### config.mk
export PLATFORM = sky130hd
export DESIGN_NAME = bf_run_decoder
export DESIGN_NICKNAME = d
export VERILOG_FILES = /design/src/rtl/bf_pkg.sv /design/src/rtl/bf_opcode_lookup.sv /design/src/rtl/bf_run_decoder.sv
export SDC_FILE = /design/constraint.sdc
export NUM_CORES = 1
export LEC_CHECK = 0
export CAP_MARGIN = 20
export CORE_MARGIN = 2
export CORE_UTILIZATION = 32
export CTS_CLUSTER_DIAMETER = 80
export DETAILED_ROUTE_END_ITERATION = 6
export GPL_TIMING_DRIVEN = 0
export MAX_ROUTING_LAYER = met4
export SLEW_MARGIN = 30
export SYNTH_ARGS = -nofsm -noshare
export SYNTH_HDL_FRONTEND = slang
export SYNTH_SLANG_ARGS = --single-unit
export TNS_END_PERCENT = 20
### constraint.sdc
create_clock -name CLK -period 2.3 [get_ports CLK]
set_clock_uncertainty 0.1 [all_clocks]
set_input_delay 0.575 -clock CLK [delete_from_list [all_inputs] [get_ports CLK]]
set_output_delay 0.575 -clock CLK [all_outputs]
set_load 0.02 [all_outputs]
### src/rtl/bf_pkg.sv
// Shared definitions for the Brainfuck instruction path.
// Holds the ASCII values of the eight command bytes and the bit position
// of each command in the one-hot decoded vector. It also defines the
// decoded width and the mask of commands whose runs can be folded.
package bf_pkg;

  localparam int BF_DEC_W = 8;

  typedef logic [BF_DEC_W-1:0] bf_dec_t;

  // ASCII command bytes
  localparam logic [7:0] BF_CHR_RIGHT = 8'h3E;  // >
  localparam logic [7:0] BF_CHR_LEFT  = 8'h3C;  // <
  localparam logic [7:0] BF_CHR_INC   = 8'h2B;  // +
  localparam logic [7:0] BF_CHR_DEC   = 8'h2D;  // -
  localparam logic [7:0] BF_CHR_OUT   = 8'h2E;  // .
  localparam logic [7:0] BF_CHR_IN    = 8'h2C;  // ,
  localparam logic [7:0] BF_CHR_LOOPS = 8'h5B;  // [
  localparam logic [7:0] BF_CHR_LOOPE = 8'h5D;  // ]

  // One-hot bit positions in the decoded vector
  localparam int BF_OP_RIGHT = 0;
  localparam int BF_OP_LEFT  = 1;
  localparam int BF_OP_INC   = 2;
  localparam int BF_OP_DEC   = 3;
  localparam int BF_OP_OUT   = 4;
  localparam int BF_OP_IN    = 5;
  localparam int BF_OP_LOOPS = 6;
  localparam int BF_OP_LOOPE = 7;

  // Only pointer moves and cell increments/decrements fold into runs
  localparam bf_dec_t BF_FOLD_MASK = 8'h0F;

endpackage

### src/rtl/bf_opcode_lookup.sv
// Combinational program-byte classifier, shared with the execute stage.
// Ports:
//   opcode  in  8  program byte (ASCII)
//   decoded out 8  one-hot command, all zero for non-command bytes
//   is_cmd  out 1  byte is one of the eight commands
//   is_fold out 1  byte is a command whose runs can be folded (> < + -)
module bf_opcode_lookup
  import bf_pkg::*;
(
  input  logic [7:0] opcode,
  output bf_dec_t    decoded,
  output logic       is_cmd,
  output logic       is_fold
);

  // Map each command byte to its one-hot slot
  always_comb begin
    decoded = {BF_DEC_W{1'b0}};
    case (opcode)
      BF_CHR_RIGHT: decoded[BF_OP_RIGHT] = 1'b1;
      BF_CHR_LEFT:  decoded[BF_OP_LEFT]  = 1'b1;
      BF_CHR_INC:   decoded[BF_OP_INC]   = 1'b1;
      BF_CHR_DEC:   decoded[BF_OP_DEC]   = 1'b1;
      BF_CHR_OUT:   decoded[BF_OP_OUT]   = 1'b1;
      BF_CHR_IN:    decoded[BF_OP_IN]    = 1'b1;
      BF_CHR_LOOPS: decoded[BF_OP_LOOPS] = 1'b1;
      BF_CHR_LOOPE: decoded[BF_OP_LOOPE] = 1'b1;
      default:      decoded = {BF_DEC_W{1'b0}};
    endcase
  end

  assign is_cmd  = |decoded;
  assign is_fold = |(decoded & BF_FOLD_MASK);

endmodule

### src/rtl/bf_run_decoder.sv
// Streaming run-length decoder for the Brainfuck fetch path.
// It accepts one program byte per cycle and drops non-command bytes. Runs
// of identical > < + - fold into one record carrying a repeat count.
// Bracket nesting is checked, and a sticky error is raised on bad programs.
// Build option: define BF_FOLD_EN to enable run folding. Without it, every
// command produces its own record with count 1.
// Ports:
//   CLK, RST            clock, asynchronous active-high reset
//   IN_VALID/IN_READY   input handshake; IN_OPCODE byte, IN_LAST end of program
//   OUT_VALID/OUT_READY output handshake
//   OUT_DECODED         one-hot command (all zero on an empty end record)
//   OUT_COUNT           repeat count (zero only on an empty end record)
//   OUT_LAST            final record of the program
//   ERR                 sticky bracket-nesting error
module bf_run_decoder
  import bf_pkg::*;
#(
  parameter int CNT_W   = 8,
  parameter int DEPTH_W = 6
) (
  input  logic                CLK,
  input  logic                RST,
  input  logic                IN_VALID,
  output logic                IN_READY,
  input  logic [7:0]          IN_OPCODE,
  input  logic                IN_LAST,
  output logic                OUT_VALID,
  input  logic                OUT_READY,
  output logic [BF_DEC_W-1:0] OUT_DECODED,
  output logic [CNT_W-1:0]    OUT_COUNT,
  output logic                OUT_LAST,
  output logic                ERR
);

`ifdef BF_FOLD_EN
  localparam logic FOLD_EN = 1'b1;
`else
  localparam logic FOLD_EN = 1'b0;
`endif

  localparam logic [CNT_W-1:0]   CNT_ZERO   = {CNT_W{1'b0}};
  localparam logic [CNT_W-1:0]   CNT_ONE    = {{(CNT_W-1){1'b0}}, 1'b1};
  localparam logic [CNT_W-1:0]   CNT_MAX    = {CNT_W{1'b1}};
  localparam logic [DEPTH_W-1:0] DEPTH_ZERO = {DEPTH_W{1'b0}};
  localparam logic [DEPTH_W-1:0] DEPTH_ONE  = {{(DEPTH_W-1){1'b0}}, 1'b1};
  localparam logic [DEPTH_W-1:0] DEPTH_MAX  = {DEPTH_W{1'b1}};

  bf_dec_t            dec_s;
  logic               is_cmd_s;
  logic               is_fold_s;
  logic               out_free_s;
  logic               in_ready_s;
  logic               accept_s;
  logic               merge_s;
  logic               close_s;
  logic               flush_go_s;
  logic [DEPTH_W-1:0] depth_nxt_s;
  logic               err_set_s;

  bf_dec_t            acc_op_r;
  logic [CNT_W-1:0]   acc_cnt_r;
  logic               acc_full_r;
  logic               out_valid_r;
  bf_dec_t            out_dec_r;
  logic [CNT_W-1:0]   out_cnt_r;
  logic               out_last_r;
  logic               flush_pend_r;
  logic [DEPTH_W-1:0] depth_r;
  logic               err_r;

  bf_opcode_lookup u_lookup (
    .opcode  (IN_OPCODE),
    .decoded (dec_s),
    .is_cmd  (is_cmd_s),
    .is_fold (is_fold_s)
  );

  // The output register can take a new record when empty or draining this edge
  assign out_free_s = !out_valid_r || OUT_READY;
  // Input stalls while an end-of-program flush waits for the output register
  assign in_ready_s = !flush_pend_r && out_free_s;
  assign accept_s   = IN_VALID && in_ready_s;

  // Fold only into a live accumulator of the same foldable op with headroom
  assign merge_s    = FOLD_EN && accept_s && is_fold_s && acc_full_r &&
                      (dec_s == acc_op_r) && (acc_cnt_r != CNT_MAX);
  assign close_s    = accept_s && is_cmd_s && !merge_s;
  // Input is blocked while flush is pending, so a flush never races a close
  assign flush_go_s = flush_pend_r && out_free_s;

  // Bracket depth and error detection for the byte accepted this cycle
  always_comb begin
    depth_nxt_s = depth_r;
    err_set_s   = 1'b0;
    if (accept_s) begin
      if (dec_s[BF_OP_LOOPS]) begin
        if (depth_r == DEPTH_MAX) begin
          err_set_s = 1'b1;  // overflow: depth is held, not wrapped
        end else begin
          depth_nxt_s = depth_r + DEPTH_ONE;
        end
      end else if (dec_s[BF_OP_LOOPE]) begin
        if (depth_r == DEPTH_ZERO) begin
          err_set_s = 1'b1;
        end else begin
          depth_nxt_s = depth_r - DEPTH_ONE;
        end
      end else begin
        depth_nxt_s = depth_r;
      end
      if (IN_LAST) begin
        if (depth_nxt_s != DEPTH_ZERO) begin
          err_set_s = 1'b1;
        end else begin
          err_set_s = err_set_s;
        end
        depth_nxt_s = DEPTH_ZERO;  // each program starts at depth zero
      end else begin
        depth_nxt_s = depth_nxt_s;
      end
    end else begin
      depth_nxt_s = depth_r;
      err_set_s   = 1'b0;
    end
  end

  // Bracket depth counter and sticky error flag
  always_ff @(posedge CLK or posedge RST) begin
    if (RST) begin
      depth_r <= DEPTH_ZERO;
      err_r   <= 1'b0;
    end else begin
      depth_r <= depth_nxt_s;
      err_r   <= err_r | err_set_s;
    end
  end

  // Run accumulator: grow on merge, reload on close, empty on flush
  always_ff @(posedge CLK or posedge RST) begin
    if (RST) begin
      acc_op_r   <= {BF_DEC_W{1'b0}};
      acc_cnt_r  <= CNT_ZERO;
      acc_full_r <= 1'b0;
    end else if (flush_go_s) begin
      acc_op_r   <= {BF_DEC_W{1'b0}};
      acc_cnt_r  <= CNT_ZERO;
      acc_full_r <= 1'b0;
    end else if (merge_s) begin
      acc_cnt_r  <= acc_cnt_r + CNT_ONE;
    end else if (close_s) begin
      acc_op_r   <= dec_s;
      acc_cnt_r  <= CNT_ONE;
      acc_full_r <= 1'b1;
    end
  end

  // End-of-program flag: set by the last byte, cleared when the final record leaves
  always_ff @(posedge CLK or posedge RST) begin
    if (RST) begin
      flush_pend_r <= 1'b0;
    end else if (flush_go_s) begin
      flush_pend_r <= 1'b0;
    end else if (accept_s && IN_LAST) begin
      flush_pend_r <= 1'b1;
    end
  end

  // Output record register; a reload on the drain edge keeps OUT_VALID high
  always_ff @(posedge CLK or posedge RST) begin
    if (RST) begin
      out_valid_r <= 1'b0;
      out_dec_r   <= {BF_DEC_W{1'b0}};
      out_cnt_r   <= CNT_ZERO;
      out_last_r  <= 1'b0;
    end else if (flush_go_s) begin
      // An empty accumulator yields the all-zero end record
      out_valid_r <= 1'b1;
      out_dec_r   <= acc_full_r ? acc_op_r : {BF_DEC_W{1'b0}};
      out_cnt_r   <= acc_full_r ? acc_cnt_r : CNT_ZERO;
      out_last_r  <= 1'b1;
    end else if (close_s && acc_full_r) begin
      out_valid_r <= 1'b1;
      out_dec_r   <= acc_op_r;
      out_cnt_r   <= acc_cnt_r;
      out_last_r  <= 1'b0;
    end else if (OUT_READY) begin
      out_valid_r <= 1'b0;
    end
  end

  assign IN_READY    = in_ready_s;
  assign OUT_VALID   = out_valid_r;
  assign OUT_DECODED = out_dec_r;
  assign OUT_COUNT   = out_cnt_r;
  assign OUT_LAST    = out_last_r;
  assign ERR         = err_r;

endmodule

==> results_dict.tcl <==
set metrics [dict create \
    status "finished, final reports clean" \
    ant_nets 0 \
    p_clk_frac 0.288 \
    die-area_sq_um 5870 \
    grt_max_degree 29 \
    synth_edf_count 0 \
    drt_iter0_markers 80 \
    switching_share 0.308 \
    gp_congestion 0.808 \
    path_max_fanout 8 \
    p_sw_mw 0.417 \
    syn_area_sq_um 1690 \
    cp-start-kind "primary input" \
    synthToLayoutAreaGrowth_pct 34.3 \
    place_hpwl_um 2820 \
    final_core_utilization 0.444 \
    clock_sinks 28 \
    finalNetCount 247 \
    final_common_cell "dfrtp_1" \
    synthSimpleGateAreaFrac 0.261 \
    setup_viol 0 \
    synth-async-reset-ratio 1.00 \
    hp-class "register to register" \
    slew_viol_final 0 \
    synth_compound_area_frac 0.225 \
    start_util 0.330 \
    worst_path_largest_cell_delay_ns 0.55 \
    fmax_ghz 0.450 \
    antenna_found_initial 0 \
    row_count 26 \
    worst_pin_slew_ns 0.576 \
    post-place-ws_ns -0.752 \
    vias 1541 \
    maxCapViolations 0 \
    vias_per_cell 5.14 \
    rsz0062_at_grt "false" \
    num_io_pins 33 \
    drive_gt1_frac 0.222 \
    ff2ff_path_depth 7 \
    gr-total-overflow 0 \
    grt_pass1_vias 1368 \
    end_kind "register" \
    root_buffer "clkbuf_8" \
    fin_area_sq_um 2270 \
    synth_top_family_by_area "simple AND/OR/NAND/NOR gates" \
    clk_pin_slew_ns 0.10 \
    cts_max_level 1 \
    drc 0 \
    clk_path_buf_depth 2 \
    diodes 0 \
    numCtsBuffers 3 \
    ys_ff_latch 28 \
    relSlewSlack 0.615 \
    synthAdderAreaFrac 0.0222 \
    placed_cell_area_sq_um 2040 \
    timing_hold_violations_final 0 \
    post-route-period-util 0.967 \
    final_cells 300 \
    crit_slowest_cell "or4b_4" \
    numPortBuffers 24 \
    r2r_slack_ns 0.12 \
    wl_per_cell_um 13.2 \
    p_seq_frac 0.406 \
    synthCells 181 \
    p_leak_nw 0.990 \
    cp_cell_sequence "buf_2, or4b_4, a211oi_2, o21ai_2, or2_1, and2_1, buf_6, a22o_1" \
    ys.flop_type "dfrtp_1" \
    postCtsHoldBufs 0 \
    ys_warn_count 0 \
    clk_latency_ns 0.27 \
    drt-total-wl_um 3950 \
    avgSynthCellArea_sq_um 9.33 \
    core_area_sq_um 5110 \
    period_minus_slack_ns 2.22 \
    synthXorXnorAreaFrac 0.0104 \
    cts_tree "done" \
    ir_worst_vdd_v 0.000293 \
    critPathArrivalTime_ns 2.30 \
    firstDrtPassIters 4 \
    critical_path_class "primary input to register" \
    die_x_um 76.6 \
    synth_mux_area_frac 0 \
    setup_slack_ns 0.0758 \
    track_usage 0.137 \
    holdWs_ns 0.385 \
    ys_seq_area_frac 0.415 \
    hold_depth 2 \
    required_ns 2.37 \
    fp.dieH_um 76.6 \
    p_per_area_nw_per_um2 597 \
    internal_power_mw 0.937 \
    dp.cells 281 \
    final_cell_mix "dfrtp_1 (26), buf_4 (22), nand2_1 (19)" \
    ys_types 51 \
    grt_pass1_wl_um 6440 \
    pwr-share-comb 0.306 \
]
[final timing paths]
check | from | endpoint
min in group asynchronous | RST | OUT_LAST
max in group asynchronous | RST | depth_r[1]
setup reg to reg | depth_r[1] | ERR
hold reg to reg | acc_cnt_r[0] | acc_cnt_r[0]
setup / recovery | IN_OPCODE[4] | OUT_DECODED[5]
hold / removal | acc_cnt_r[0] | acc_cnt_r[0]
[power by group through the flow]
| stage | Combinational [mW] | Sequential (mW) | Clock (mW) |
|---|---|---|---|
| final | 0.414 | 0.550 | 0.390 |
| after global routing | 0.459 | 0.554 | 0.426 |
| after detailed placement | 0.363 | 0.559 | 0 |
| after CTS | 0.387 | 0.550 | 0.401 |
| after global placement | 0.363 | 0.559 | 0 |
| after floorplan | 0.235 | 0.567 | 0 |
[cell usage after synthesis, drive strengths merged (2+ instances only)]
library cell  instances  area (sq um)
nand3b                2          15.0
nor3                  2          10.0
nand2                19          71.3
nand4b                2          17.5
a211oi                4          35.0
nand2b                4          25.0
o31ai                 2          15.0
o21ai                12          63.8
clkbuf                6          22.5
buf                   9          67.6
and3b                 2          17.5
a22o                 10          87.6
a31oi                 4          25.0
o32a                  2          20.0
nand4                 4          25.0
xnor2                 2          17.5
inv                   5          18.8
ha                    3          37.5
nand3                15          75.1
and3                  3          18.8
nor2                  8          30.0
nor3b                 4          35.0
nor2b                 2          12.5
o41ai                 2          17.5
o22ai                 2          12.5
dfrtp                28           701
nor4b                 2          17.5
a21oi                 3          18.8
and4b                 2          20.0
a31o                  2          17.5
[repair_timing]
item,4_1_cts,5_1_grt
gates resized for setup,27,9
setup buffers,10,5
endpoints found under the setup margin,21,16
pin swaps,6,6
[registers in the layout (all words and copies together), names as in the netlist]
register,flops
OUT_VALID,1
OUT_LAST,1
flush_pend_r,1
depth_r,6
OUT_COUNT,1
ERR,1
acc_cnt_r,1
acc_op_r,8
OUT_DECODED,8
[cell families (layout without fill, tap and decap cells)]
| group | after synthesis | after routing |
|---|---|---|
| XOR/XNOR | 2 | 2 |
| other | 1 | 7 |
| AO/OA/AOI/OAI | 51 | 51 |
| buffers and inverters | 20 | 63 |
| adder cells (fa/ha/maj) | 3 | 3 |
| flip-flops | 28 | 28 |
| AND/OR/NAND/NOR | 76 | 76 |
[critical path, delay by kind of cell]
kind | cells | cell delay, ns
buf+inv | 2 | 0.26
compound gates | 3 | 0.53
simple gates | 3 | 0.95
[cell type report]
type                       count  area (sq um)
clock buffer                   3          41.3
fill                         501          2840
inverter                       5          18.8
buffer                        15          90.1
timing repair buffer          39           333
multi-input combinational    139           963
clock inverter                 1          30.0
sequential                    28           703
tap                           70          87.6
[per-layer routing]
| metal | global-route usage | up-vias | share of wire |
|---|---|---|---|
| li1 | - | 773 | - |
| met3 | 0.0249 | 2 | 0.041 |
| met1 | 0.166 | 731 | 0.45 |
| met4 | 0.0218 | 0 | 0.0030 |
| met2 | 0.243 | 35 | 0.50 |
| met5 | - | - | 0 |
[metrics by stage]
stage	total power, mW	setup TNS [ns]
finish	1.35	0
global route	1.44	0
CTS	1.34	0
detailed placement	0.922	-12.98
global placement	0.922	-13.59
floorplan	0.802	-0.909
Note: power is estimated with default switching activity, not from simulation.
